<file path="config.mk">
export PLATFORM = sky130hd
export DESIGN_NAME = sdram_bus_tester
export DESIGN_NICKNAME = d
export VERILOG_FILES = /design/src/rtl/sdram_bus_tester.sv
export SDC_FILE = /design/constraint.sdc
export NUM_CORES = 1
export LEC_CHECK = 0
export CAP_MARGIN = 20
export CORE_MARGIN = 5
export CORE_UTILIZATION = 49
export CTS_CLUSTER_SIZE = 10
export DETAILED_ROUTE_END_ITERATION = 7
export GPL_ROUTABILITY_DRIVEN = 0
export PLACE_DENSITY = 0.76
export SYNTH_ARGS = -nofsm -noshare
export SYNTH_HDL_FRONTEND = slang
export SYNTH_SLANG_ARGS = --single-unit
export TNS_END_PERCENT = 20
</file>
<file path="constraint.sdc">
create_clock -name clk -period 5.3 [get_ports clk]
set_clock_uncertainty 0.1 [all_clocks]
set_input_delay 1.59 -clock clk [delete_from_list [all_inputs] [get_ports clk]]
set_output_delay 1.59 -clock clk [all_outputs]
set_load 0.1 [all_outputs]
</file>
<file path="src/rtl/sdram_bus_tester.sv">
// sdram_bus_tester: built-in memory tester, bus master in front of the SDRAM
// controller. Writes a 16-bit LFSR pattern over BASE..BASE+NUM_WORDS-1,
// reads it back with up to MAX_OUT reads in flight, and compares each
// returned word against an independent copy of the LFSR.
//
// Ports
//   clk, rst            clock, asynchronous active-high reset
//   start               pulse, starts a test from IDLE or DONE
//   busy / done / pass  status; pass valid while done
//   err_count           saturating mismatch count
//   first_err_addr      word address of the first mismatch (0 if none)
//   bus_*               single-word request/response system bus
module sdram_bus_tester #(
  parameter int              DW        = 16,
  parameter int              AW        = 24,
  parameter logic [AW-1:0]   BASE      = '0,
  parameter int              NUM_WORDS = 1024,
  parameter logic [15:0]     SEED      = 16'hACE1,
  parameter int              MAX_OUT   = 4
) (
  input  logic          clk,
  input  logic          rst,
  input  logic          start,
  output logic          busy,
  output logic          done,
  output logic          pass,
  output logic [15:0]   err_count,
  output logic [AW-1:0] first_err_addr,
  output logic          bus_read,
  output logic          bus_write,
  output logic [AW-1:0] bus_addr,
  output logic          bus_burst,
  output logic [2:0]    bus_burst_len,
  output logic [DW-1:0] bus_wdata,
  output logic [1:0]    bus_byteenable,
  input  logic          bus_ready,
  input  logic          bus_rvalid,
  input  logic [DW-1:0] bus_rdata
);

  localparam int            CW    = $clog2(NUM_WORDS + 1);
  localparam logic [CW-1:0] LAST  = CW'(NUM_WORDS - 1);
  localparam logic [CW-1:0] ONE_C = CW'(1);
  localparam logic [AW-1:0] ONE_A = AW'(1);
  localparam logic [3:0]    MAX_L = 4'(MAX_OUT);

  typedef enum logic [2:0] {IDLE, WRITE, READ, DRAIN, DONE} state_t;

  state_t          state, state_nxt;
  logic [DW-1:0]   wr_lfsr, exp_lfsr;
  logic [AW-1:0]   rd_addr;
  logic [CW-1:0]   cnt;
  logic [3:0]      outstanding;
  logic            go;
  logic            wr_acc, rd_acc, rv;

  // Fibonacci x^16+x^14+x^13+x^11+1 in right-shift form
  function automatic logic [15:0] lfsr_next(input logic [15:0] s);
    return {s[0] ^ s[2] ^ s[3] ^ s[5], s[15:1]};
  endfunction

  assign bus_burst      = 1'b0;
  assign bus_burst_len  = 3'd0;
  assign bus_byteenable = 2'b11;
  assign pass           = done && (err_count == 16'd0);

  assign wr_acc = bus_write && bus_ready;
  assign rd_acc = bus_read && bus_ready;
  // a response with nothing in flight is stray and is not compared
  assign rv     = bus_rvalid && (outstanding != 4'd0);

  always_ff @(posedge clk or posedge rst) begin
    if (rst) state <= IDLE;
    else     state <= state_nxt;
  end

  always_comb begin
    state_nxt = state;
    go        = 1'b0;
    busy      = 1'b0;
    done      = 1'b0;
    bus_write = 1'b0;
    bus_read  = 1'b0;
    case (state)
      IDLE: if (start) begin go = 1'b1; state_nxt = WRITE; end
      WRITE: begin
        busy      = 1'b1;
        bus_write = 1'b1;
        if (bus_ready && cnt == LAST) state_nxt = READ;
      end
      READ: begin
        busy     = 1'b1;
        bus_read = (outstanding < MAX_L);
        if (bus_read && bus_ready && cnt == LAST) state_nxt = DRAIN;
      end
      DRAIN: begin
        busy = 1'b1;
        if (outstanding == 4'd0) state_nxt = DONE;
      end
      DONE: begin
        done = 1'b1;
        if (start) begin go = 1'b1; state_nxt = WRITE; end
      end
      default: state_nxt = IDLE;
    endcase
  end

  always_ff @(posedge clk or posedge rst) begin
    if (rst) begin
      bus_addr       <= '0;
      bus_wdata      <= '0;
      wr_lfsr        <= SEED;
      exp_lfsr       <= SEED;
      rd_addr        <= '0;
      cnt            <= '0;
      outstanding    <= 4'd0;
      err_count      <= 16'd0;
      first_err_addr <= '0;
    end else if (go) begin
      bus_addr       <= BASE;
      bus_wdata      <= SEED;
      wr_lfsr        <= SEED;
      exp_lfsr       <= SEED;
      rd_addr        <= BASE;
      cnt            <= '0;
      outstanding    <= 4'd0;
      err_count      <= 16'd0;
      first_err_addr <= '0;
    end else begin
      if (wr_acc) begin
        wr_lfsr   <= lfsr_next(wr_lfsr);
        bus_wdata <= lfsr_next(wr_lfsr);
        if (cnt == LAST) begin
          // reuse the same counter/address for the read pass
          cnt      <= '0;
          bus_addr <= BASE;
        end else begin
          cnt      <= cnt + ONE_C;
          bus_addr <= bus_addr + ONE_A;
        end
      end
      if (rd_acc) begin
        cnt      <= cnt + ONE_C;
        bus_addr <= bus_addr + ONE_A;
      end
      case ({rd_acc, rv})
        2'b10:   outstanding <= outstanding + 4'd1;
        2'b01:   outstanding <= outstanding - 4'd1;
        default: outstanding <= outstanding;
      endcase
      if (rv) begin
        exp_lfsr <= lfsr_next(exp_lfsr);
        rd_addr  <= rd_addr + ONE_A;
        if (bus_rdata != exp_lfsr) begin
          if (err_count != 16'hFFFF) err_count <= err_count + 16'd1;
          // count is saturating, so zero means no mismatch seen yet
          if (err_count == 16'd0) first_err_addr <= rd_addr;
        end
      end
    end
  end

endmodule

</file>
==> Yosys cells after proc, flatten, opt, wreduce, memory -nomap -nowiden <==
Index checks and enable logic that the tools add are counted.
{ "totals": {"reg_bits": 154, "latch_bits": 0, "elab_cells": 94, "rom_bits": 0, "memories": 0, "inputBits": 21, "ram_bits": 0, "out_inout_bits": 91} }
{ "classes": {"eq_ne": 13, "bitwise": 6, "shift": 0, "div_mod_pow": 0, "addsub": 6, "n_mux": 35, "reduce_logical": 23, "mul": 0, "magnitude_cmp": 1} }
{ "op_table": {"columns": ["cell", "n"], "rows": [
  ["$mux W24", 10],
  ["$mux W16", 8],
  ["$add A24 B1 Y24 const B", 2],
  ["$mux W11", 4],
  ["$add A16 B1 Y16 const B", 1],
  ["$logic_not A16 Y1", 1],
  ["$ne A16 B16 Y1", 1],
  ["$ne A16 B16 Y1 const B", 1],
  ["$mux W3", 4],
  ["$pmux W3 S4", 1],
  ["$add A11 B1 Y11 const B", 1],
  ["$eq A11 B10 Y1 const B", 1],
  ["$reduce_bool A2 Y1", 5],
  ["$pmux W4 S2", 1],
  ["$logic_and A1 B1 Y1", 7],
  ["$eq A3 B2 Y1 const B", 2],
  ["$mux W1", 6],
  ["$ne A2 B2 Y1 const B", 3],
  ["$reduce_and A3 Y1", 2],
  ["$reduce_bool A3 Y1", 2],
  ["$xor A1 B1 Y1", 6],
  ["$add A4 B1 Y4 const B", 1],
  ["$logic_not A4 Y1", 1],
  ["$lt A4 B3 Y1 const B", 1],
  ["12 further kinds", 12]
]} }

==> Depth between registers and ports, before layout <==
{ "logic_depth": {"depth_word": 6, "mapped_depth": 11, "depth_no_buf": 9} }

==> Worst setup path after synthesis <==
No wires, ideal clock.
{ "synth_timing": {"path_kind": "flip-flop to output port", "start": "reg err_count[0]", "end": "out pass", "required_ps": 3610, "path_slack_ps": 909, "stages_incl_launch_ff": 6, "path_buffers": 0, "arrival_ps": 2701, "path_cell_list": "dfrtp_1 > inv_1 > ha_1 > nor4b_1 > nand4_1 > nor2_1"} }
{ "synth_between": {"elab_chain_len": 2} }
{ "synth_rtl": {"columns": ["item", "line_no", "rtl"], "rows": [
  ["start: declaration", "27", "output logic [15:0] err_count,"],
  ["start signal: assignment", "155", "if (err_count != 16'hFFFF) err_count <= err_count + 16'd1;"],
  ["$logic_not A16 Y1", "65", "assign pass = done && (err_count == 16'd0);"],
  ["$logic_and A1 B1 Y1", "65", null],
  ["end: declaration", "26", "output logic pass,"]
]} }
No other way between the ends.

==> Worst setup path after layout <==
{ "layout_timing": {"start": "reg state[0]", "end": "out done"} }
{ "layout_between": {"elab_chain_len": 2} }
{ "layout_rtl": {"columns": ["item", "line_no", "rtl"], "rows": [
  ["start: declaration", "49", "state_t state, state_nxt;"],
  ["start signal: assignment", "74", "else state <= state_nxt;"],
  ["$eq A3 B3 Y1", "84", "case (state)"],
  ["$mux W1", "84", null],
  ["end: declaration", "25", "output logic done,"]
]} }
No other way between the ends.

==> results.toml <==
[sta]
setup_ws_ns = 1.10
fin_tns_setup_ns = 0
worst_slew_pin_slew_ns = 1.02
finalSetupViolCount = 0
hold_viol = 0
timing.final.crit_share_pct = 79.3
period_needed_ns = 4.20
maxSlewViolCount = 0
rsz0062_at_grt = "false"
fmax_mhz = 238
slew_headroom_pct = 31.9

[yosys]
synth.top_cells.by_area = "dfrtp_1 (45%), nand2_1 (9.3%), xor2_1 (6.2%), dfstp_2 (5.9%), nor2_1 (3.7%)"
synth_cells = 785
synth_common_cells = "nand2_1 (177), dfrtp_1 (130), nor2_1 (70)"
yosys_warnings = 0
synthArstFlopShare_pct = 100
synth_seq_cells = 146
yosysTopAreaCell = "dfrtp_1"
ys_seq_area_share_pct = 51.3
avgSynthCellArea_um2 = 9.12
netlist_area_um2 = 7160
synth_cell_type_count = 61
synth-main-ff-cell = "dfrtp_1"
netlist.area_leader.share_pct = 45.4
synth.most_common_cell = "nand2_1"
synth_edf_count = 0

[final_layout]
multiInputGateArea_um2 = 3210
n_antenna_cell = 0
nFillCells = 1232
areaGrowthSynthToFinish_pct = 24.2
ff_latch_area_um2 = 3670
final_nets = 901
layout-drive-gt1-share_pct = 8.01

[floorplanning]
die_y_um = 131
placementRows = 44
die_area_um2 = 17100
die_w_um = 131
core_area_um2 = 14400
io-pin-count = 112
initial_core_util_pct = 49.7

[detailed_routing]
drc = 0
drt_first_pass_iters = 5
ant_nets = 0
wl_per_cell_um = 15.2
vias = 5813
vias_per_cell = 5.43
drt_iter0_drc = 418
wirelength_mm = 16.2

[clock_network]
h-tree-depth = 4
cts-root-buf = "clkbuf_16"
cts_buffers = 17
tritoncts = "built"
postCtsResizedCells = 0
cts_setup_buffers = 0
hold_buffers = 0
clock-sinks = 146
clockBufferDepth = 2
clkLatencyLatePin_ns = 0.42
clk_pin_slew_ns = 0.06

[placement]
dpl.hpwl_mm = 10.9
io_buffers = 105
dpl_worst_slack_ns = 0.917

[power_and_ir_drop]
ir_drop_mv = 0.438
power_mw = 4.34
power_density_nw_per_um2 = 488
p_leak_nw = 3.89

[worst_setup_path]
required_ns = 3.61
cp_max_fo = 10
criticalPathCategory = "flip-flop to output pin"
cp-end-kind = "output pin"
critPathArrivalTime_ns = 2.51
cp-start-kind = "flip-flop"

[job]
maxCapViolations = 0

[grt]
grt_pass1_wl_mm = 27.7
grt_max_degree = 73
antenna_found_initial = 0
gr-total-overflow = 0
grt_pass1_vias = 5769
track_usage_pct = 20.2

[outcome]
run_status = "finished, final reports clean"

[hold_path]
hp-class = "flip-flop to flip-flop"
cells in the final DEF (no fill, tap or decap), types with 2 or more instances in the layout:
master           count
and3_1               6
or4_1                5
a21oi_1             36
nand3_1             43
ha_1                 7
o2111ai_1            2
o31ai_1              4
bufinv_16            3
inv_1               13
nand2_1            177
xor2_1              51
nor2b_1              2
nand2b_1             3
xnor2_1             24
or3_1               13
clkbuf_8             3
nor4_1               8
and4_1               5
clkdlybuf4s50_1    103
o21ai_0             48
a2bb2oi_1            3
buf_4               10
o31a_1               2
nand4_1             19
clkbuf_16           17
nor2_1              70
conb_1               6
dfstp_2             16
dfrtp_1            130
clkinvlp_4           3
o211ai_1             2
clkinv_2             6
nor3_1              12
report_power, final:
| group | switching, mW | leakage [nW] | internal, mW |
|---|---|---|---|
| Combinational | 1.09 | 1.70 | 0.420 |
| Clock | 0.447 | 0.298 | 0.772 |
| Sequential | 0.255 | 1.89 | 1.36 |
through the flow:
step | utilization [%] | area [um^2] | std cells | hold WS [ns]
floorplan | - | 7180 | 789 | 0.339
global placement | 57.5 | 8290 | 1038 | 0.346
detailed placement | 57.5 | 8290 | 1038 | 0.348
CTS | 61.7 | 8900 | 1070 | 0.358
global route | 61.7 | 8900 | 1070 | 0.364
finish | 61.7 | 8900 | 1070 | 0.358
final timing paths:
| path | start | endpoint | slack, ns | depth (start not counted) |
|---|---|---|---|---|
| max in group asynchronous | rst | wr_lfsr[10] | 2.51 | 3 |
| setup reg to reg | outstanding[2] | outstanding[2] | 2.38 | 9 |
| hold / removal | wr_lfsr[13] | wr_lfsr[13] | 0.36 | 2 |
| min in group asynchronous | rst | exp_lfsr[9] | 1.61 | 2 |
| setup / recovery | state[0] | done | 1.10 | 4 |
| hold reg to reg | wr_lfsr[13] | wr_lfsr[13] | 0.36 | 2 |
sequential cells by signal, summed over array words and instances (netlist names):
name            cells
bus_addr           24
first_err_addr     24
rd_addr            24
bus_wdata          16
err_count          16
exp_lfsr           16
cnt                11
wr_lfsr             8
outstanding         4
state               3
logic make-up (layout without fill, tap and decap cells):
logic type               Yosys count  in the layout  synth area share [%]
AND/OR/NAND/NOR                  375            375                  23.9
flip-flops                       146            146                  51.3
AO/OA/AOI/OAI                    116            116                  9.76
XOR/XNOR                          75             75                  9.17
buffers and inverters             63            160                  4.38
adder cells (fa/ha/maj)            8              8                  1.36
other                              2              6                 0.105
metal layers:
metal,up-vias,share of wire [%],routed length (um),GRT usage [%]
met5,-,0,0,0
met4,0,1.8,284,7.80
met3,25,5.0,809,4.31
met2,153,47,7590,31.4
met1,2815,46,7530,27.9
li1,2820,-,-,-
final cells by class:
| cell class | instances | area share, % |
|---|---|---|
| Clock buffer | 21 | 5.29 |
| Clock inverter | 11 | 1.52 |
| Inverter | 14 | 0.633 |
| Multi-Input combinational cell | 580 | 36.0 |
| Sequential cell | 146 | 41.3 |
| Tap cell | 184 | 2.59 |
| Timing Repair Buffer | 114 | 12.7 |
worst max-delay path, stage by stage, from the launching register on:
cell and delay (ns):
dfrtp_1 0.49, nor2_1 0.18, nand2_1 0.20, inv_1 0.09, clkdlybuf4s50_1 1.13
Power figures use the tool's default switching activity.
